--- config.mk ---
export PLATFORM = sky130hd
export DESIGN_NAME = pc_fetch_ctrl
export DESIGN_NICKNAME = d
export VERILOG_FILES = /design/src/rtl/pc_fetch_ctrl.sv
export SDC_FILE = /design/constraint.sdc
export NUM_CORES = 1
export LEC_CHECK = 0
export CORE_UTILIZATION = 50
export CTS_CLUSTER_DIAMETER = 40
export CTS_CLUSTER_SIZE = 40
export DETAILED_ROUTE_END_ITERATION = 7
export PLACE_DENSITY = 0.92
export SLEW_MARGIN = 10
export SYNTH_ARGS = -nofsm -noshare
export SYNTH_HDL_FRONTEND = slang
export SYNTH_SLANG_ARGS = --single-unit
--- constraint.sdc ---
create_clock -name clk -period 8.7 [get_ports clk]
set_clock_uncertainty 0.15 [all_clocks]
set_input_delay 2.61 -clock clk [delete_from_list [all_inputs] [get_ports clk]]
set_output_delay 2.61 -clock clk [all_outputs]
set_load 0.01 [all_outputs]
--- src/rtl/pc_fetch_ctrl.sv ---
// -----------------------------------------------------------------------------
// pc_fetch_ctrl
//   Fetch sequencer sitting between pc_counter and the instruction memory /
//   decode stage. It computes the next PC that pc_counter registers, issues the
//   imem request for the current PC, and marks which returned instructions are
//   architecturally valid. It handles boot, sequential fetch, taken redirects
//   (including ones that arrive while a fetch is still outstanding), downstream
//   stalls and a fetch-timeout fault that stays set until explicitly cleared.
//
// Ports
//   clk                in   rising-edge clock
//   rst                in   asynchronous reset, active-high
//   address_i          in   current PC (pc_counter address_o)
//   PC_next_o          out  next PC (pc_counter PC_next)
//   imem_req_o         out  fetch request at address_i
//   imem_ready_i       in   imem data valid for the current request
//   instr_valid_o      out  fetched instruction is architecturally valid
//   stall_i            in   downstream cannot accept an instruction
//   redirect_i         in   branch/jump taken this cycle
//   redirect_target_i  in   redirect destination
//   fault_o            out  fetch timeout fault (sticky)
//   fault_clr_i        in   clears fault and restarts at RESET_VECTOR
// -----------------------------------------------------------------------------
module pc_fetch_ctrl #(
  parameter int                       ADDRESS_WIDTH  = 32,
  parameter logic [ADDRESS_WIDTH-1:0] RESET_VECTOR   = '0,
  parameter int                       INSTR_BYTES    = 4,
  parameter int                       TIMEOUT_CYCLES = 15
) (
  input  logic                     clk,
  input  logic                     rst,
  input  logic [ADDRESS_WIDTH-1:0] address_i,
  output logic [ADDRESS_WIDTH-1:0] PC_next_o,
  output logic                     imem_req_o,
  input  logic                     imem_ready_i,
  output logic                     instr_valid_o,
  input  logic                     stall_i,
  input  logic                     redirect_i,
  input  logic [ADDRESS_WIDTH-1:0] redirect_target_i,
  output logic                     fault_o,
  input  logic                     fault_clr_i
);

  localparam int                       CW     = $clog2(TIMEOUT_CYCLES + 1);
  localparam logic [CW-1:0]            TO_VAL = CW'(TIMEOUT_CYCLES);
  localparam logic [ADDRESS_WIDTH-1:0] INC    = ADDRESS_WIDTH'(INSTR_BYTES);

  typedef enum logic [1:0] {
    BOOT  = 2'd0,
    FETCH = 2'd1,
    FAULT = 2'd2
  } state_t;

  state_t                   r_state,       w_state_nxt;
  logic                     r_pend_valid,  w_pend_valid_nxt;
  logic [ADDRESS_WIDTH-1:0] r_pend_target, w_pend_target_nxt;
  logic [CW-1:0]            r_wait_cnt,    w_wait_cnt_nxt;
  logic [CW-1:0]            w_cnt_inc;

  assign w_cnt_inc = r_wait_cnt + 1'b1;

  always_ff @(posedge clk or posedge rst) begin
    if (rst) begin
      r_state       <= BOOT;
      r_pend_valid  <= 1'b0;
      r_pend_target <= '0;
      r_wait_cnt    <= '0;
    end else begin
      r_state       <= w_state_nxt;
      r_pend_valid  <= w_pend_valid_nxt;
      r_pend_target <= w_pend_target_nxt;
      r_wait_cnt    <= w_wait_cnt_nxt;
    end
  end

  always_comb begin
    w_state_nxt       = r_state;
    w_pend_valid_nxt  = r_pend_valid;
    w_pend_target_nxt = r_pend_target;
    w_wait_cnt_nxt    = r_wait_cnt;
    PC_next_o         = address_i;
    imem_req_o        = 1'b0;
    instr_valid_o     = 1'b0;
    fault_o           = 1'b0;

    case (r_state)
      BOOT: begin
        PC_next_o   = RESET_VECTOR;
        w_state_nxt = FETCH;
      end

      FETCH: begin
        if (stall_i) begin
          // Hold the PC and the timeout count; a redirect seen now must not be lost.
          if (redirect_i) begin
            w_pend_valid_nxt  = 1'b1;
            w_pend_target_nxt = redirect_target_i;
          end
        end else begin
          imem_req_o = 1'b1;
          if (imem_ready_i) begin
            w_wait_cnt_nxt = '0;
            // The completing instruction is on the wrong path if any redirect
            // is live, so it is dropped and the PC steers to the new target.
            if (redirect_i) begin
              PC_next_o        = redirect_target_i;
              w_pend_valid_nxt = 1'b0;
            end else if (r_pend_valid) begin
              PC_next_o        = r_pend_target;
              w_pend_valid_nxt = 1'b0;
            end else begin
              PC_next_o     = address_i + INC;
              instr_valid_o = 1'b1;
            end
          end else begin
            w_wait_cnt_nxt = w_cnt_inc;
            if (redirect_i) begin
              w_pend_valid_nxt  = 1'b1;
              w_pend_target_nxt = redirect_target_i;
            end
            if (w_cnt_inc == TO_VAL) begin
              w_state_nxt = FAULT;
            end
          end
        end
      end

      FAULT: begin
        fault_o = 1'b1;
        if (fault_clr_i) begin
          w_state_nxt      = BOOT;
          w_pend_valid_nxt = 1'b0;
          w_wait_cnt_nxt   = '0;
        end
      end

      default: begin
        w_state_nxt = BOOT;
      end
    endcase
  end

endmodule

* Word level (Yosys, flattened, before mapping) *
Cells that the tools add are included.

cells by class
  $add $sub $neg = 2
  equal/unequal tests = 8
  multiplexer cells = 30
  reductions and logical operators = 6

operators with widths
  kind                     number
  $mux W32                 7
  $pmux W32 S2             1
  $add A32 B3 Y32 const B  1
  $mux W1                  12
  $mux W4                  3
  $mux W2                  4
  $ne A2 B2 Y1 const B     4
  $pmux W4 S2              1
  $pmux W2 S3              1
  $add A4 B1 Y4 const B    1
  $eq A4 B4 Y1 const B     1
  $reduce_and A2 Y1        2
  $reduce_and A4 Y1        1
  $reduce_and A3 Y1        1
  $eq A2 B1 Y1 const B     1
  $eq A2 B2 Y1 const B     1
  $logic_not A2 Y1         1
  $ne A2 B1 Y1 const B     1
  $pmux W1 S2              1
  $reduce_bool A2 Y1       1

word-level totals
  register bits after elaboration = 39
  input port bits = 70
  output and inout bits = 35
  logic and storage cells = 50

* Longest topological paths before layout *
Gate-level depths: netlist of run 1.

  depth after elaboration = 6
  depth in mapped cells = 7
  depth with buffers taken out = 6

* Least setup slack after synthesis of run 1 *
No wires, ideal clock.

  path kind = in2out
  start = in address_i[2]
  end = out PC_next_o[28]
  arrival = 4040 ps
  data required time = 5940 ps
  slack = 1900 ps
  stages on the path = 6
  path buffers = 0
  cell sequence = ha_1 > nand3_2 > nor4_4 > nand2_2 > or4b_1 > nand3_1

between the ends
  cells in the longest elaborated chain, start to end = 6

RTL lines
  what             RTL line  RTL
  from (decl)      32        input logic [ADDRESS_WIDTH-1:0] address_i,
  $add A32 B3 Y32  112       PC_next_o = address_i + INC;
  $mux W32         108       end else if (r_pend_valid) begin
  $mux W32         105       if (redirect_i) begin
  $mux W32         101       if (imem_ready_i) begin
  $mux W32         93        if (stall_i) begin
  $pmux W32 S2     86        case (r_state)
  to (decl)        33        output logic [ADDRESS_WIDTH-1:0] PC_next_o,

Every way passes these cells.

* Worst setup path in the final report of run 1 *
Same ends and word-level chain as after synthesis.

==> results.md, run 1 <==
* Synth warnings at 0
* CTS tree: yes
* Largest net degree at the start of global routing at 40
* Via count at 3498
* Io pins at roughly 110
* Wirelength per Cell at approximately 18 um
* Initial antenna violation count at 0
* CTS Root Cell: clkbuf_8
* NumNets Final at roughly 540
* Max-Slew Margin vs Limit at 32.0%
* P&R area growth vs syn at 39.6%
* Synth area leaders: dfrtp_1, mux2_2, o21ai_0
* Post-synth top flop: dfrtp_1
* Asr flop ratio synth at 100%
* Row count at 28
* CP startpoint: address_i[2]
* Clk_lat worst skew at 0.29 ns
* Final Max Slew Viols at 0
* CTS Hold Bufs at 0
* Antenna cells at 0
* Kind of critical path: in -> out
* GPL Wtd Cong at 0.845
* Total GRT Usage at 29.1%
* Register area share after synthesis at 31.5%
* Drt total wl at 9.57 mm
* First-pass GRT wire length at 14.6 mm
* Worst VDD drop at roughly 110 uV
* Startpoint types: primary input
* Post-Syn Area at between 0.003 and 0.004 sq mm
* Final Hold Fails at 0
* CTS buffer count at 5
* Residual DRC at 0
* Share of cells above drive strength 1 at 11.7%
* CTS Buffer Depth at 2
* Die W at 80.7 um
* Worst path arrival time at 5.36 ns
* Synth area leader: dfrtp_1
* Slack of the critical path at 0.575 ns
* Via density at about 6.4
* HP Class: reg -> reg
* Global route overflow at 0
* Status: finished, final reports clean
* DR pass1 iterations at 5
* Period utilisation layout at 93.4%
* Post-synth EDFFs at 0
* Fmax at 123 MHz
* Hpwl dp at 6.70 mm
* Leak Pwr at 1.72 nW
* Crit end category: output port
* Hold_ws at 0.345 ns
* Cells after Synth at 372
* Worst-Margin Slew at 1.02 ns
* Synth cell types at 53
* Initial core utilization at 52.0%
* HP Start: r_pend_target[1]
* H-tree levels at 2
* Post-Synthesis Net Count at roughly 450
* Avg Cell Area, Syn at 8.32 sq um
* RSZ-0062 raised after global routing: no
* Vias in the first global route at roughly 3200
* ANT nets after route at 0
* Post-Route Setup TNS at 0 ns
* Worst r2r src: r_state[1]
* Die ar. at about 0.0065 sq mm
* CTS clk-pin slew, worst paths at 0.08 ns
* Setup violations, final at 0
* Starting DRT DRC Count at 302
* Power Density at around 130 mW/mm^2
* Buffers on Ports at around 100
* Vert. Die Dim at 80.7 um
* Area share of the largest cell type after synthesis at 31.5%
* Setup WS pre-CTS at ~0.62 ns
* #FFs+latches synth at 39
* Post-CTS setup buffer count at 0
* Max_cap viols at 0
* Min cycle time layout at ~8 ns
* CP required at approximately 5.9 ns
* CP max FO at 6
* Core outline area at slightly below 0.006 sq mm
* CTS-repair resized insts at 0
* Clock Sinks at 39
==> worst paths after layout <==
kind	depth (start not counted)	to	slack, ns
hold reg to reg	2	r_pend_target[1]	0.35
hold / removal	2	r_pend_target[1]	0.35
setup / recovery	8	PC_next_o[28]	0.58
min in group asynchronous	3	r_pend_target[5]	2.58
max in group asynchronous	3	r_pend_target[20]	5.47
setup reg to reg	5	r_pend_target[9]	6.83
==> sequential cells by signal, indices dropped and copies added (netlist names) <==
register       cells
r_state            2
r_pend_valid       1
r_wait_cnt         4
r_pend_target     32
==> cell families (layout without fill, tap and decap cells) <==
group | count (synthesis) | in the layout | synth area share [%]
simple gates | 123 | 123 | 22.1
xor+xnor | 5 | 5 | 1.41
buf+inv | 42 | 139 | 5.25
fa+ha+maj | 3 | 3 | 1.21
flops | 39 | 39 | 31.5
mux | 31 | 31 | 11.2
compound gates | 129 | 129 | 27.3
==> metal layers <==
metal  share of wire, %  global-route usage [%]  up-vias
met2                 49                    48.4      228
met5                  0                       0        -
li1                   -                       -     1586
met4                2.9                    15.5        0
met3                9.2                    4.43       26
met1                 39                    36.2     1658
==> area by class of cell <==
type / instances / area [sq um]
Clock buffer: 5 / 68.8
Clock inverter: 3 / 67.6
Fill cell: 441 / 1630
Inverter: 23 / 86.3
Multi-Input combinational cell: 291 / 1960
Sequential cell: 39 / 976
Tap cell: 75 / 93.8
Timing Repair Buffer: 108 / 1070
==> synth_stat cells (all sizes together) (3+ instances only) <==
master and count:
a31oi 4, xnor2 5, a21o 6, nand2 32
o21ai 41, o311a 3, a22o 4, buf 5
o2bb2ai 7, inv 23, and3 6, nand3 10
o211ai 3, nor2b 3, o311ai 4, nor4 5
mux2 30, clkbuf 14, a21oi 24, nor3 12
o221ai 7, nand2b 11, nor2 27, ha 3
nand4 9, o22ai 8, a221o 3, dfrtp 39
==> metrics by stage <==
step / std cells / area, sq um / util [%] / power, mW
2_1_floorplan: 372 / 3100 / - / 0.310
3_3_place_gp: 536 / 4190 / 70.3 / 0.393
3_5_place_dp: 536 / 4190 / 70.3 / 0.401
4_1_cts: 544 / 4320 / 72.6 / 0.582
5_1_grt: 544 / 4320 / 72.6 / 0.607
6_report: 544 / 4320 / 72.6 / 0.583
==> worst max-delay path, stage by stage <==
cell,delay (ns)
clkdlybuf4s50_1,0.54
ha_1,0.24
nand3_2,0.20
nor4_4,0.48
nand2_2,0.15
or4b_1,0.52
nand3_1,0.08
clkdlybuf4s50_1,0.54
==> power breakdown <==
part           switching [mW]  internal (mW)
Clock                  0.0669          0.114
Combinational          0.0862         0.0979
Sequential             0.0146          0.203
==> cell usage in the layout, fill, tap and decap left out, types with 2 or more instances in the layout <==
cell type,instances
nor2b_1,3
nand3_1,8
a21oi_1,24
nor3_1,11
o21a_1,2
a31o_2,2
or4b_1,2
a221o_1,3
nand4_1,8
a31oi_1,4
o22ai_1,8
ha_1,3
mux2_2,30
nand3_2,2
nor2_1,27
o2bb2ai_1,7
buf_4,4
bufinv_16,2
o311a_1,3
o21ai_0,41
a21o_1,6
o221ai_1,7
nand2_1,31
clkdlybuf4s50_1,104
clkbuf_8,5
a22o_1,4
nor4_1,3
and3_1,6
nor4_4,2
o311ai_0,4
o31ai_1,2
inv_1,22
o211ai_1,3
dfrtp_1,39
xnor2_1,5
nand2b_1,11
a22oi_1,2
a32o_1,2
(Power assumes the default switching activity.)
==> inputs of run 2 (changes only) <==
--- a/config.mk
+++ b/config.mk
@@ -6,11 +6,9 @@
 export NUM_CORES = 1
 export LEC_CHECK = 0
 export CORE_UTILIZATION = 50
-export CTS_CLUSTER_DIAMETER = 40
 export CTS_CLUSTER_SIZE = 40
 export DETAILED_ROUTE_END_ITERATION = 7
 export PLACE_DENSITY = 0.92
-export SLEW_MARGIN = 10
 export SYNTH_ARGS = -nofsm -noshare
 export SYNTH_HDL_FRONTEND = slang
 export SYNTH_SLANG_ARGS = --single-unit
==> results of run 2 <==
Same layout as run 1: the final DEF is identical, and so are final timing and power.
==> inputs of run 3 (changes only) <==
--- a/config.mk
+++ b/config.mk
@@ -5,6 +5,7 @@
 export SDC_FILE = /design/constraint.sdc
 export NUM_CORES = 1
 export LEC_CHECK = 0
+export CORE_ASPECT_RATIO = 1.1
 export CORE_UTILIZATION = 50
 export CTS_CLUSTER_SIZE = 40
 export DETAILED_ROUTE_END_ITERATION = 7
==> results.md, run 3 (synthesis results as in run 1) <==
* Commonest cells after routing, fill and taps aside: clkdlybuf4s50_1, o21ai_0, dfrtp_1, nand2_1, mux2_2 (unchanged)
* Clock Sinks at 39 (unchanged)
* H-tree levels at 2 (unchanged)
* Met2 routed wirelength at 4.78 mm (was 4.69 mm)
* Crit end category: output port (unchanged)
* Startpoint types: primary input (unchanged)
* CTS tree: yes (unchanged)
* Vias in the first global route at 3421 (was 3206)
* Post-CTS setup buffer count at 0 (unchanged)
* Drt total wl at 9.77 mm (was 9.57 mm)
* DR pass1 iterations at 7 (was 5)
* Max-Slew Margin vs Limit at 36.0% (was 32.0%)
* Final Hold Fails at 0 (unchanged)
* Worst VDD drop at 109 uV (was 106 uV)
* Final Util at 72.7% (was 72.6%)
* Total GRT Usage at 30.8% (was 29.1%)
* CTS clk-pin slew, worst paths at 0.08 ns (about the same)
* Hold path depth at 2 (unchanged)
* Kind of critical path: in -> out (unchanged)
* Global route overflow at 0 (unchanged)
* Status: finished, final reports clean (unchanged)
* CTS buffer count at 5 (unchanged)
* CTS Buffer Depth at 2 (unchanged)
* Die W at 77.0 um (was 80.7 um)
* Residual DRC at 0 (unchanged)
* Period utilisation layout at 93.7% (was 93.4%)
* ANT nets after route at 0 (unchanged)
* Biggest regs: r_pend_target x32, r_wait_cnt x4, r_state x2 (unchanged)
* Cells on worst reg2reg path at 5 (unchanged)
* Wirelength per Cell at 17.9 um (was 17.6 um)
* Setup WS pre-CTS at 0.606 ns (was 0.623 ns)
* Max_cap viols at 0 (unchanged)
* Largest register by flop count: r_pend_target (unchanged)
* Min cycle time layout at 8.15 ns (was 8.12 ns)
* NumNets Final at 541 (unchanged)
* Final Max Slew Viols at 0 (unchanged)
* Worst-Margin Slew at 0.956 ns (was 1.02 ns)
* Initial antenna violation count at 0 (unchanged)
* Post-DP Area at 0.00419 sq mm (about the same)
* Max reg flops at 32 (unchanged)
* Design area at 0.00427 sq mm (was 0.00432 sq mm)
* Hpwl dp at 6.99 mm (was 6.70 mm)
* Total length of routed met3 wires at 830 um (was 880 um)
* Fmax at 123 MHz (about the same)
* Crit-path max cell delay at 0.62 ns (was 0.54 ns)
* Setup violations, final at 0 (unchanged)
* Slowest cell on the critical path: clkdlybuf4s50_1 (unchanged)
* Leak Pwr at 1.70 nW (was 1.72 nW)
* Worst-path cell chain: clkdlybuf4s50_1 > inv_2 > nand2_1 > o31ai_1 > nand2_1 > o21ai_0 > clkdlybuf4s50_1 (was clkdlybuf4s50_1 > ha_1 > nand3_2 > nor4_4 > nand2_2 > or4b_1 > nand3_1 > clkdlybuf4s50_1)
* CTS Root Cell: clkbuf_8 (unchanged)
* Met1 wire length at 3.75 mm (was 3.72 mm)
* Initial core utilization at 52.7% (was 52.0%)
* Clk_lat worst skew at 0.30 ns (was 0.29 ns)
* Power Density at 123 mW/mm^2 (was 135 mW/mm^2)
* Worst path arrival time at 5.39 ns (was 5.36 ns)
* First-pass GRT wire length at 15.9 mm (was 14.6 mm)
* Slack of the critical path at 0.546 ns (was 0.575 ns)
* CTS-repair resized insts at 0 (unchanged)
* CTS Hold Bufs at 0 (unchanged)
* CP required at 5.94 ns (about the same)
* Io pins at 105 (unchanged)
* Post-Route Setup TNS at 0 ns (unchanged)
* CP max FO at 19 (was 6)
* Largest net degree at the start of global routing at 40 (unchanged)
* Buffers on Ports at 104 (unchanged)
* HP Class: reg -> reg (unchanged)
* Antenna cells at 0 (unchanged)
* Share of cells above drive strength 1 at 11.5% (was 11.7%)
* Via density at 6.43 (about the same)
* Die ar. at 0.00651 sq mm (about the same)
* Placed cells at 538 (was 536)
* Power, Total at 525 uW (was 583 uW)
* Hold_ws at 0.347 ns (was 0.345 ns)
* GPL Wtd Cong at 0.837 (was 0.845)
* Core outline area at 0.00588 sq mm (was 0.00596 sq mm)
* P&R area growth vs syn at 38.0% (was 39.6%)
* Row count at 29 (was 28)
* Via count at 3510 (was 3498)
* Starting DRT DRC Count at 278 (was 302)
* RSZ-0062 raised after global routing: no (unchanged)
* Commonest non-fill, non-tap cell in the layout: clkdlybuf4s50_1 (unchanged)
* Vert. Die Dim at 84.5 um (was 80.7 um)
* Top Metal Used: met4 (unchanged)
* Post-Layout Cell Count at 546 (was 544)
==> run 3: changes by cell type in the layout (fill, tap and decap cells not counted), sizes merged <==
cell and change:
bufinv -2, clkbuf +1, clkinv +1
==> run 3: area by class of cell <==
class / count / area (sq um)
clock buffers: 6 / 72.6
clock inverters: 2 / 12.5
fillers: 451 / 1610
inverters: 23 / 86.3
multi-input cells: 291 / 1960
flip-flops and latches: 39 / 976
well taps: 77 / 96.3
repair buffers: 108 / 1070
==> run 3: path summary, 6_finish.rpt <==
path                                          end             start  slack, ns
worst max-delay path                 PC_next_o[8]        redirect_i       0.55
worst min-delay path             r_pend_target[0]  r_pend_target[0]       0.35
worst max register to register  r_pend_target[16]        r_state[1]       6.51
worst min register to register   r_pend_target[0]  r_pend_target[0]       0.35
max in group asynchronous       r_pend_target[24]               rst       5.47
min in group asynchronous        r_pend_target[7]               rst       2.57
==> run 3: worst max-delay path, delay by kind of cell <==
family	cells	cell delay, ns
and+or+nand+nor	2	0.62
AOI/OAI and AO/OA	2	0.54
buffers and inverters	3	1.62
==> run 3: report_power, final <==
group | internal (mW) | switching [mW] | leakage [nW]
clock network | 0.0561 | 0.0670 | 0.0412
registers | 0.203 | 0.0143 | 0.464
logic | 0.0978 | 0.0869 | 1.19
total | 0.357 | 0.168 | 1.70
==> run 3: layer usage <==
layer	GRT usage (%)	vias to the layer above
li1	-	1589
met1	36.7	1651
met2	51.7	227
met3	6.09	43
met4	18.2	0
met5	0	-
